[src/rtl/exe_mem_stage.sv]
// Execute stage (operand forwarding mux + ALU) and the EXE/MEM pipeline register.
// Optional macro FORWARDING_EN enables forwarding selects and the fwd_count statistic.
module exe_mem_stage #(
  parameter int unsigned WORD_LEN     = 32,
  parameter int unsigned REG_ADDR_LEN = 5
) (
  input  logic                    clk,
  input  logic                    rst,
  input  logic                    freeze,
  input  logic                    flush,
  input  logic [3:0]              EXE_CMD,
  input  logic [WORD_LEN-1:0]     val1_EXE,
  input  logic [WORD_LEN-1:0]     val2_EXE,
  input  logic [WORD_LEN-1:0]     ST_val_EXE,
  input  logic [REG_ADDR_LEN-1:0] dest_EXE,
  input  logic                    WB_EN_EXE,
  input  logic                    MEM_R_EN_EXE,
  input  logic                    MEM_W_EN_EXE,
  input  logic [1:0]              val1_sel,
  input  logic [1:0]              val2_sel,
  input  logic [1:0]              ST_val_sel,
  input  logic [WORD_LEN-1:0]     ALU_res_fwd_MEM,
  input  logic [WORD_LEN-1:0]     WB_value,
  output logic [WORD_LEN-1:0]     ALU_res_MEM,
  output logic [WORD_LEN-1:0]     ST_val_MEM,
  output logic [REG_ADDR_LEN-1:0] dest_MEM,
  output logic                    WB_EN_MEM,
  output logic                    MEM_R_EN_MEM,
  output logic                    MEM_W_EN_MEM,
  output logic [15:0]             fwd_count
);

  localparam int unsigned CNT_W   = 16;
  localparam int unsigned SHAMT_W = 5;

  localparam logic [3:0] CMD_ADD = 4'd0;
  localparam logic [3:0] CMD_SUB = 4'd1;
  localparam logic [3:0] CMD_AND = 4'd2;
  localparam logic [3:0] CMD_OR  = 4'd3;
  localparam logic [3:0] CMD_NOR = 4'd4;
  localparam logic [3:0] CMD_XOR = 4'd5;
  localparam logic [3:0] CMD_SLL = 4'd6;
  localparam logic [3:0] CMD_SRA = 4'd7;
  localparam logic [3:0] CMD_SRL = 4'd8;

  logic [1:0] sel1, sel2, sel_st;

`ifdef FORWARDING_EN
  assign sel1   = val1_sel;
  assign sel2   = val2_sel;
  assign sel_st = ST_val_sel;
`else
  // Without forwarding the hazard unit stalls, so operands always come from ID/EXE.
  assign sel1   = 2'd0;
  assign sel2   = 2'd0;
  assign sel_st = 2'd0;
  logic unused_fwd;
  assign unused_fwd = ^{val1_sel, val2_sel, ST_val_sel};
`endif

  function automatic logic [WORD_LEN-1:0] fwd_mux(
    input logic [1:0]          sel,
    input logic [WORD_LEN-1:0] id_val,
    input logic [WORD_LEN-1:0] mem_val,
    input logic [WORD_LEN-1:0] wb_val
  );
    case (sel)
      2'd1:    fwd_mux = mem_val;
      2'd2:    fwd_mux = wb_val;
      default: fwd_mux = id_val;
    endcase
  endfunction

  function automatic logic [1:0] is_fwd(input logic [1:0] sel);
    is_fwd = {1'b0, (sel == 2'd1) || (sel == 2'd2)};
  endfunction

  logic [WORD_LEN-1:0] op_a, op_b, st_val, alu_res;
  logic [SHAMT_W-1:0]  shamt;

  assign op_a   = fwd_mux(sel1,   val1_EXE,   ALU_res_fwd_MEM, WB_value);
  assign op_b   = fwd_mux(sel2,   val2_EXE,   ALU_res_fwd_MEM, WB_value);
  assign st_val = fwd_mux(sel_st, ST_val_EXE, ALU_res_fwd_MEM, WB_value);
  assign shamt  = op_b[SHAMT_W-1:0];

  // ALU; undefined commands produce zero.
  always_comb begin
    alu_res = '0;
    case (EXE_CMD)
      CMD_ADD: alu_res = op_a + op_b;
      CMD_SUB: alu_res = op_a - op_b;
      CMD_AND: alu_res = op_a & op_b;
      CMD_OR:  alu_res = op_a | op_b;
      CMD_NOR: alu_res = ~(op_a | op_b);
      CMD_XOR: alu_res = op_a ^ op_b;
      CMD_SLL: alu_res = op_a << shamt;
      CMD_SRA: alu_res = WORD_LEN'($signed(op_a) >>> shamt);
      CMD_SRL: alu_res = op_a >> shamt;
      default: alu_res = '0;
    endcase
  end

  // EXE/MEM register: reset > flush (bubble) > freeze (hold) > load.
  always_ff @(posedge clk) begin
    if (!rst) begin
      ALU_res_MEM  <= '0;
      ST_val_MEM   <= '0;
      dest_MEM     <= '0;
      WB_EN_MEM    <= 1'b0;
      MEM_R_EN_MEM <= 1'b0;
      MEM_W_EN_MEM <= 1'b0;
    end else if (flush) begin
      ALU_res_MEM  <= '0;
      ST_val_MEM   <= '0;
      dest_MEM     <= '0;
      WB_EN_MEM    <= 1'b0;
      MEM_R_EN_MEM <= 1'b0;
      MEM_W_EN_MEM <= 1'b0;
    end else if (!freeze) begin
      ALU_res_MEM  <= alu_res;
      ST_val_MEM   <= st_val;
      dest_MEM     <= dest_EXE;
      WB_EN_MEM    <= WB_EN_EXE;
      MEM_R_EN_MEM <= MEM_R_EN_EXE;
      MEM_W_EN_MEM <= MEM_W_EN_EXE;
    end
  end

`ifdef FORWARDING_EN
  logic [CNT_W-1:0] cnt_q;
  logic [1:0]       cnt_inc;
  logic [CNT_W:0]   cnt_sum;

  assign cnt_inc = is_fwd(sel1) + is_fwd(sel2) + is_fwd(sel_st);
  assign cnt_sum = {1'b0, cnt_q} + (CNT_W+1)'(cnt_inc);

  // Saturating count of forwarded operands on load cycles only.
  always_ff @(posedge clk) begin
    if (!rst) begin
      cnt_q <= '0;
    end else if (!flush && !freeze) begin
      cnt_q <= cnt_sum[CNT_W] ? {CNT_W{1'b1}} : cnt_sum[CNT_W-1:0];
    end
  end

  assign fwd_count = cnt_q;
`else
  assign fwd_count = '0;
`endif

endmodule

[config.mk]
export PLATFORM = sky130hd
export DESIGN_NAME = exe_mem_stage
export DESIGN_NICKNAME = d
export VERILOG_FILES = /design/src/rtl/exe_mem_stage.sv
export SDC_FILE = /design/constraint.sdc
export NUM_CORES = 1
export LEC_CHECK = 0
export CORE_MARGIN = 2
export CORE_UTILIZATION = 50
export DETAILED_ROUTE_END_ITERATION = 6
export DONT_BUFFER_PORTS = 1
export GPL_ROUTABILITY_DRIVEN = 0
export PLACE_DENSITY_LB_ADDON = 0.1
export SLEW_MARGIN = 25
export SYNTH_ARGS = -nofsm -noshare
export SYNTH_HDL_FRONTEND = slang
export SYNTH_SLANG_ARGS = --single-unit
[constraint.sdc]
create_clock -name clk -period 10.9 [get_ports clk]
set_input_delay 2.18 -clock clk [delete_from_list [all_inputs] [get_ports clk]]
set_output_delay 2.18 -clock clk [all_outputs]
set_load 0.05 [all_outputs]
# Word level (Yosys, flattened, before mapping)
# Cells that the tools add are included.
# totals
reg_bits	72
input_bits	182
output_inout_bits	88
# op_classes
n_addsub	2
n_eq_ne	8
shift	3
mux	1
bitwise	5
n_reduce_logical	2
# ops
op	count
case mux 32 bit (9 select lines)	1
adder 32 bit	1
bitwise AND 32 bit	1
inverter 32 bit	1
bitwise OR 32 bit	1
left shift 32 x 5 -> 32 bit	1
>> shifter 32 x 5 -> 32 bit	1
>>> shifter 32 x 5 -> 32 bit	1
subtractor 32 bit	1
XOR 32 bit	1
== test 4 x 3 -> 1 bit (second input constant)	4
== test 4 x 2 -> 1 bit (second input constant)	2
== test 4 x 1 -> 1 bit (second input constant)	1
== test 4 bit (second input constant)	1
logical NOT 4 bit	1
OR reduction 2 bit	1
inverter 1 bit	1

# Depth between registers and ports, before layout
# logic_depth
ltp_word	3
mapped_depth	19
mapped_depth_nobuf	16

# Worst setup path after synthesis
# No wires, ideal clock.
# synth_path
path_type	in2reg
from	input port val2_EXE[0]
to	register ALU_res_MEM[27]
setup_ns	0.116
arrival_ns	5.861
path_slack_ns	4.922
path_stages	16
n_path_buf	2
path_cell_list	buf_4 -> clkinv_1 -> buf_1 -> ha_1 -> nor3b_2 -> nand2_1 -> or3_1 -> o41ai_1 -> xnor2_1 -> ha_1 -> a21o_1 -> o21bai_1 -> or2_2 -> o211a_1 -> or3_1 -> a31o_2
# synth_between
elab_chain_cells	2
word_cells_on_any_way	6
# synth_rtl
item	line	rtl
start: declaration	13	input logic [WORD_LEN-1:0] val2_EXE,
subtractor 32 bit (tied with other cells)	91	CMD_SUB: alu_res = op_a - op_b;
case mux 32 bit (9 select lines) (*)	89	case (EXE_CMD)
end signal: assignment	120	ALU_res_MEM <= alu_res;
end: declaration	24	output logic [WORD_LEN-1:0] ALU_res_MEM,
# Every way passes the cells marked *; elsewhere a longest branch is shown, timed or not.
# A chain may end at the register's enable or synchronous reset.

# Worst setup path in the final report
# layout_path
from	input port val2_EXE[0]
to	register ALU_res_MEM[28]
# The elaborated chain is that of the path after synthesis.

==> impl_metrics.prom <==
# TYPE chip_impl_metric gauge
chip_impl_info{name="mostFrequentLayoutCell",value="nor2_1"} 1
chip_impl_metric{name="max_clock_freq",unit="MHz"} 164
chip_impl_info{name="dominantRegCellSynth",value="dfxtp_1"} 1
chip_impl_metric{name="clock_network_latency_to_the_later_pin_of_the_worst_skew_pair",unit="ns"} 0.36
chip_impl_metric{name="reg2reg_depth",unit=""} 5
chip_impl_metric{name="antennaDiodeCount",unit=""} 0
chip_impl_info{name="master_cell_of_the_clock_root_buffer",value="clkbuf_16"} 1
chip_impl_metric{name="number_of_global_route_vias_before_repair",unit=""} 10224
chip_impl_info{name="crit_path_top_delay_cell",value="or3_1"} 1
chip_impl_metric{name="initial_antenna_violation_count",unit=""} 0
chip_impl_metric{name="drt_drc_violations_left",unit=""} 0
chip_impl_metric{name="core_outline_area",unit="um^2"} 21200
chip_impl_metric{name="synthArstFlopShare",unit="%"} 0
chip_impl_metric{name="layout.core_utilization",unit="%"} 52.5
chip_impl_metric{name="grtUsageTotal",unit="%"} 36.0
chip_impl_metric{name="layout-area-overhead-vs-synth",unit="%"} 2.49
chip_impl_metric{name="die_h",unit="um"} 151
chip_impl_metric{name="fillerInstances",unit=""} 2142
chip_impl_metric{name="cts_num_sinks",unit=""} 72
chip_impl_metric{name="relSlewSlack",unit="%"} 23.3
chip_impl_metric{name="fin_setup_tns",unit="ns"} 0
chip_impl_metric{name="worst_pin_slew",unit="ns"} 1.15
chip_impl_info{name="synthTopCellsByArea",value="dfxtp_1 13%, ha_1 11%, mux4_2 10%, mux2i_1 7.4%, nor2_1 5.9%"} 1
chip_impl_metric{name="worst-r2r-setup-slack",unit="ns"} 8.79
chip_impl_metric{name="post_cts.resized_instances",unit=""} 0
chip_impl_metric{name="grt_first_pass_wirelength",unit="um"} 62200
chip_impl_metric{name="num-nets-final",unit=""} 1625
chip_impl_info{name="run_status",value="finished, final reports clean"} 1
chip_impl_metric{name="num_vias",unit=""} 11263
chip_impl_metric{name="timing.critical_path.buf_inv",unit=""} 3
chip_impl_metric{name="p_comb_share",unit="%"} 39.4
chip_impl_metric{name="synthesized_netlist_cell_count",unit=""} 1417
chip_impl_metric{name="detail_route.wl_per_cell",unit="um"} 26.0
chip_impl_metric{name="route.final.wire_length",unit="um"} 42300
chip_impl_metric{name="grt_remaining_overflow",unit=""} 0
chip_impl_metric{name="finClkSkew",unit="ns"} 0
chip_impl_info{name="layout.cells.most_common_list",value="170 x nor2_1, 128 x nand2_1, 109 x a21oi_1"} 1
chip_impl_metric{name="multiInputGateArea",unit="um^2"} 8600
chip_impl_info{name="worstHoldPathType",value="reg2reg"} 1
chip_impl_metric{name="maximum_number_of_pins_on_one_net_before_global_route_repair",unit=""} 90
chip_impl_metric{name="hold_depth",unit=""} 2
chip_impl_info{name="unrepaired_setup_endpoints_after_global_routing",value="no"} 1
chip_impl_metric{name="start_util",unit="%"} 51.2
chip_impl_metric{name="placement.io_buffers",unit=""} 0
chip_impl_metric{name="postCtsSetupRepairBufs",unit=""} 0
chip_impl_metric{name="cts-htree-levels",unit=""} 3
chip_impl_metric{name="hold_bufs_at_cts",unit=""} 0
chip_impl_metric{name="worstPathRequired",unit="ns"} 11.14
chip_impl_metric{name="seqPwrFrac",unit="%"} 30.0
chip_impl_metric{name="die-width",unit="um"} 151
chip_impl_metric{name="cts.clk_slew.worst_paths",unit="ns"} 0.07
chip_impl_metric{name="worst_ep_arrival_time",unit="ns"} 6.35
chip_impl_metric{name="clock_path_buffers",unit=""} 2
chip_impl_info{name="r2r_start",value="ALU_res_MEM[26]"} 1
chip_impl_metric{name="power.leakage",unit="nW"} 4.56
chip_impl_metric{name="yosys.cell_types.count",unit=""} 81
chip_impl_metric{name="setup_violations",unit=""} 0
chip_impl_metric{name="drv.max_cap_violation_count",unit=""} 0
chip_impl_metric{name="syn-cell-area",unit="um^2"} 10800
chip_impl_metric{name="vias_per_cell",unit=""} 6.93
chip_impl_metric{name="worst_path_largest_cell_delay",unit="ns"} 0.47
chip_impl_info{name="cell_occurring_most_often_along_the_worst_timing_path",value="ha_1"} 1
chip_impl_metric{name="intPower",unit="W"} 0.000595
chip_impl_metric{name="hold_viol_final",unit=""} 0
chip_impl_metric{name="maxSlewViolCount",unit=""} 0
chip_impl_info{name="synth_area_leader_cell",value="dfxtp_1"} 1
chip_impl_metric{name="power_density",unit="nW/um^2"} 91.1
chip_impl_metric{name="sw_frac_of_total",unit="%"} 41.1
chip_impl_metric{name="area.sequential",unit="um^2"} 1440
chip_impl_info{name="crit_chain",value="clkinv_1 -> buf_4 -> ha_1 -> nor3b_2 -> nand2_1 -> or3_1 -> o41ai_1 -> xnor2_1 -> ha_1 -> inv_1 -> o21bai_1 -> a21oi_1 -> o21ai_0 -> a31oi_1 -> nor2b_1 -> a31o_2 -> or3b_1"} 1
chip_impl_metric{name="seq_area_frac_synth",unit="%"} 13.3
chip_impl_metric{name="total_switching_power",unit="W"} 0.000416
chip_impl_metric{name="period_share",unit="%"} 56.1
chip_impl_info{name="start_kind",value="input port"} 1
chip_impl_metric{name="post_synth.cell_area_avg",unit="um^2"} 7.65
chip_impl_metric{name="antenna_left",unit=""} 0
chip_impl_metric{name="clock_power_share",unit="%"} 30.6
chip_impl_info{name="critical_path.top_delay_family",value="compound AO/OA/AOI/OAI gates"} 1
chip_impl_metric{name="placementRows",unit=""} 53
chip_impl_metric{name="share_of_post_route_cells_with_drive_strength_above_1",unit="%"} 10.1
chip_impl_info{name="worst_setup_path_end_kind",value="flop"} 1
chip_impl_metric{name="number_of_enable_flip_flop_cells_after_synthesis",unit=""} 0
chip_impl_info{name="worstHoldEndpoint",value="ALU_res_MEM[6]"} 1
chip_impl_metric{name="top_cell_type_s_share_of_synthesized_area",unit="%"} 13.3
chip_impl_metric{name="design.portCount",unit=""} 270
chip_impl_info{name="crit_type",value="in2reg"} 1
chip_impl_info{name="timing.hold.worst.start",value="ALU_res_MEM[6]"} 1
chip_impl_metric{name="number_of_drc_markers_after_the_initial_detailed_route_iteration",unit=""} 1576
chip_impl_metric{name="number_of_optimization_iterations_in_the_first_detailed_route_pass",unit=""} 6
chip_impl_metric{name="inserted_clock_buffers",unit=""} 9
chip_impl_metric{name="finalCriticalPeriod",unit="ns"} 6.12
chip_impl_metric{name="yosys_register_bits",unit=""} 72
chip_impl_metric{name="dp.final_hpwl",unit="um"} 30500
chip_impl_metric{name="die_area",unit="um^2"} 22900
chip_impl_info{name="cts_tree",value="yes"} 1
chip_impl_metric{name="synth_warnings",unit=""} 0
chip_impl_info{name="crit-reg2reg-capture",value="ALU_res_MEM[26]"} 1
chip_impl_metric{name="vdd_ir_drop_max",unit="mV"} 0.0655
chip_impl_metric{name="worstPathMaxFanout",unit=""} 65
-- layer usage --
layer | up-vias | global-route usage (%) | wire length [um]
met5 | - | 0 | 0
met4 | 0 | 15.0 | 1650
met3 | 123 | 8.25 | 5680
met2 | 764 | 54.0 | 18500
met1 | 5308 | 49.7 | 16500
li1 | 5068 | - | -
-- worst max-delay path by stage --
stage | from | endpoint | cells past startpoint
floorplan | val2_EXE[0] | ALU_res_MEM[27] | 16
global placement | val2_EXE[0] | ALU_res_MEM[28] | 17
detailed placement | val2_EXE[0] | ALU_res_MEM[28] | 17
CTS | val2_EXE[0] | ALU_res_MEM[28] | 17
global route | val2_EXE[0] | ALU_res_MEM[27] | 16
finish | val2_EXE[0] | ALU_res_MEM[28] | 17
-- flip-flops by register name, indices dropped and copies added (netlist names) --
| signal | cells |
|---|---|
| MEM_W_EN_MEM | 1 |
| WB_EN_MEM | 1 |
| ALU_res_MEM | 32 |
| MEM_R_EN_MEM | 1 |
| ST_val_MEM | 32 |
| dest_MEM | 5 |
-- layout make-up --
| cell class | instances | share of cell area [%] |
|---|---|---|
| Multi-Input combinational cell | 1165 | 77.5 |
| Tap cell | 275 | 3.10 |
| Inverter | 80 | 2.70 |
| Clock inverter | 7 | 0.586 |
| Clock buffer | 9 | 2.03 |
| Sequential cell | 72 | 13.0 |
| Timing Repair Buffer | 17 | 1.15 |
-- synth_stat cells, types with 7 or more instances --
library cell / count
or2_2: 7
a21o_1: 16
a211oi_1: 14
mux2_2: 20
buf_4: 22
mux2i_1: 80
nor2_1: 170
xnor2_1: 41
buf_1: 14
nand3_1: 22
o211ai_1: 19
and3_1: 9
and2_1: 11
a21oi_1: 109
nand2_1: 128
clkbuf_1: 60
mux4_2: 49
nor3_1: 22
ha_1: 97
a31oi_1: 18
o21ai_0: 97
inv_1: 78
o2111ai_1: 8
nand4_1: 20
dfxtp_1: 72
buf_2: 15
o22ai_1: 10
a22oi_1: 13
nand2b_1: 12
or3_1: 9
a221oi_1: 22
a222oi_1: 12
-- power by group through the flow --
stage	Combinational (W)	Clock (W)	Sequential, W
final	0.000399	0.000309	0.000303
after global routing	0.000430	0.000320	0.000304
after CTS	0.000388	0.000314	0.000303
after detailed placement	0.000386	0	0.000309
after global placement	0.000382	0	0.000309
after floorplan	0.000330	0	0.000307
-- worst reg2reg max path: stages, from the launching register on --
cell and delay [ns]:
dfxtp_1 0.52, a222oi_1 0.60, o2111ai_1 0.18, a311o_1 0.37
a22oi_1 0.22, nand3b_1 0.10
-- stage by stage --
step	cell area [um^2]	hold WS [ns]	std cells	total power (W)	setup slack, ns
detailed placement	10800	0.706	1609	0.000695	4.61
CTS	11100	0.716	1625	0.00100	4.96
global route	11100	0.772	1625	0.00105	4.60
global placement	10800	0.703	1609	0.000691	4.66
floorplan	10900	0.677	1432	0.000637	4.92
finish	11100	0.717	1625	0.00101	4.78
-- logic make-up after synthesis --
group | count (synthesis) | synth area share (%)
other | 1 | 0.0346
AOI/OAI and AO/OA | 408 | 24.6
adders and majority gates | 98 | 11.4
and+or+nand+nor | 447 | 19.2
buffers and inverters | 195 | 8.04
muxes | 149 | 19.7
xor gates and xnor gates | 47 | 3.80
DFF | 72 | 13.3
Power figures use the tool's default switching activity.
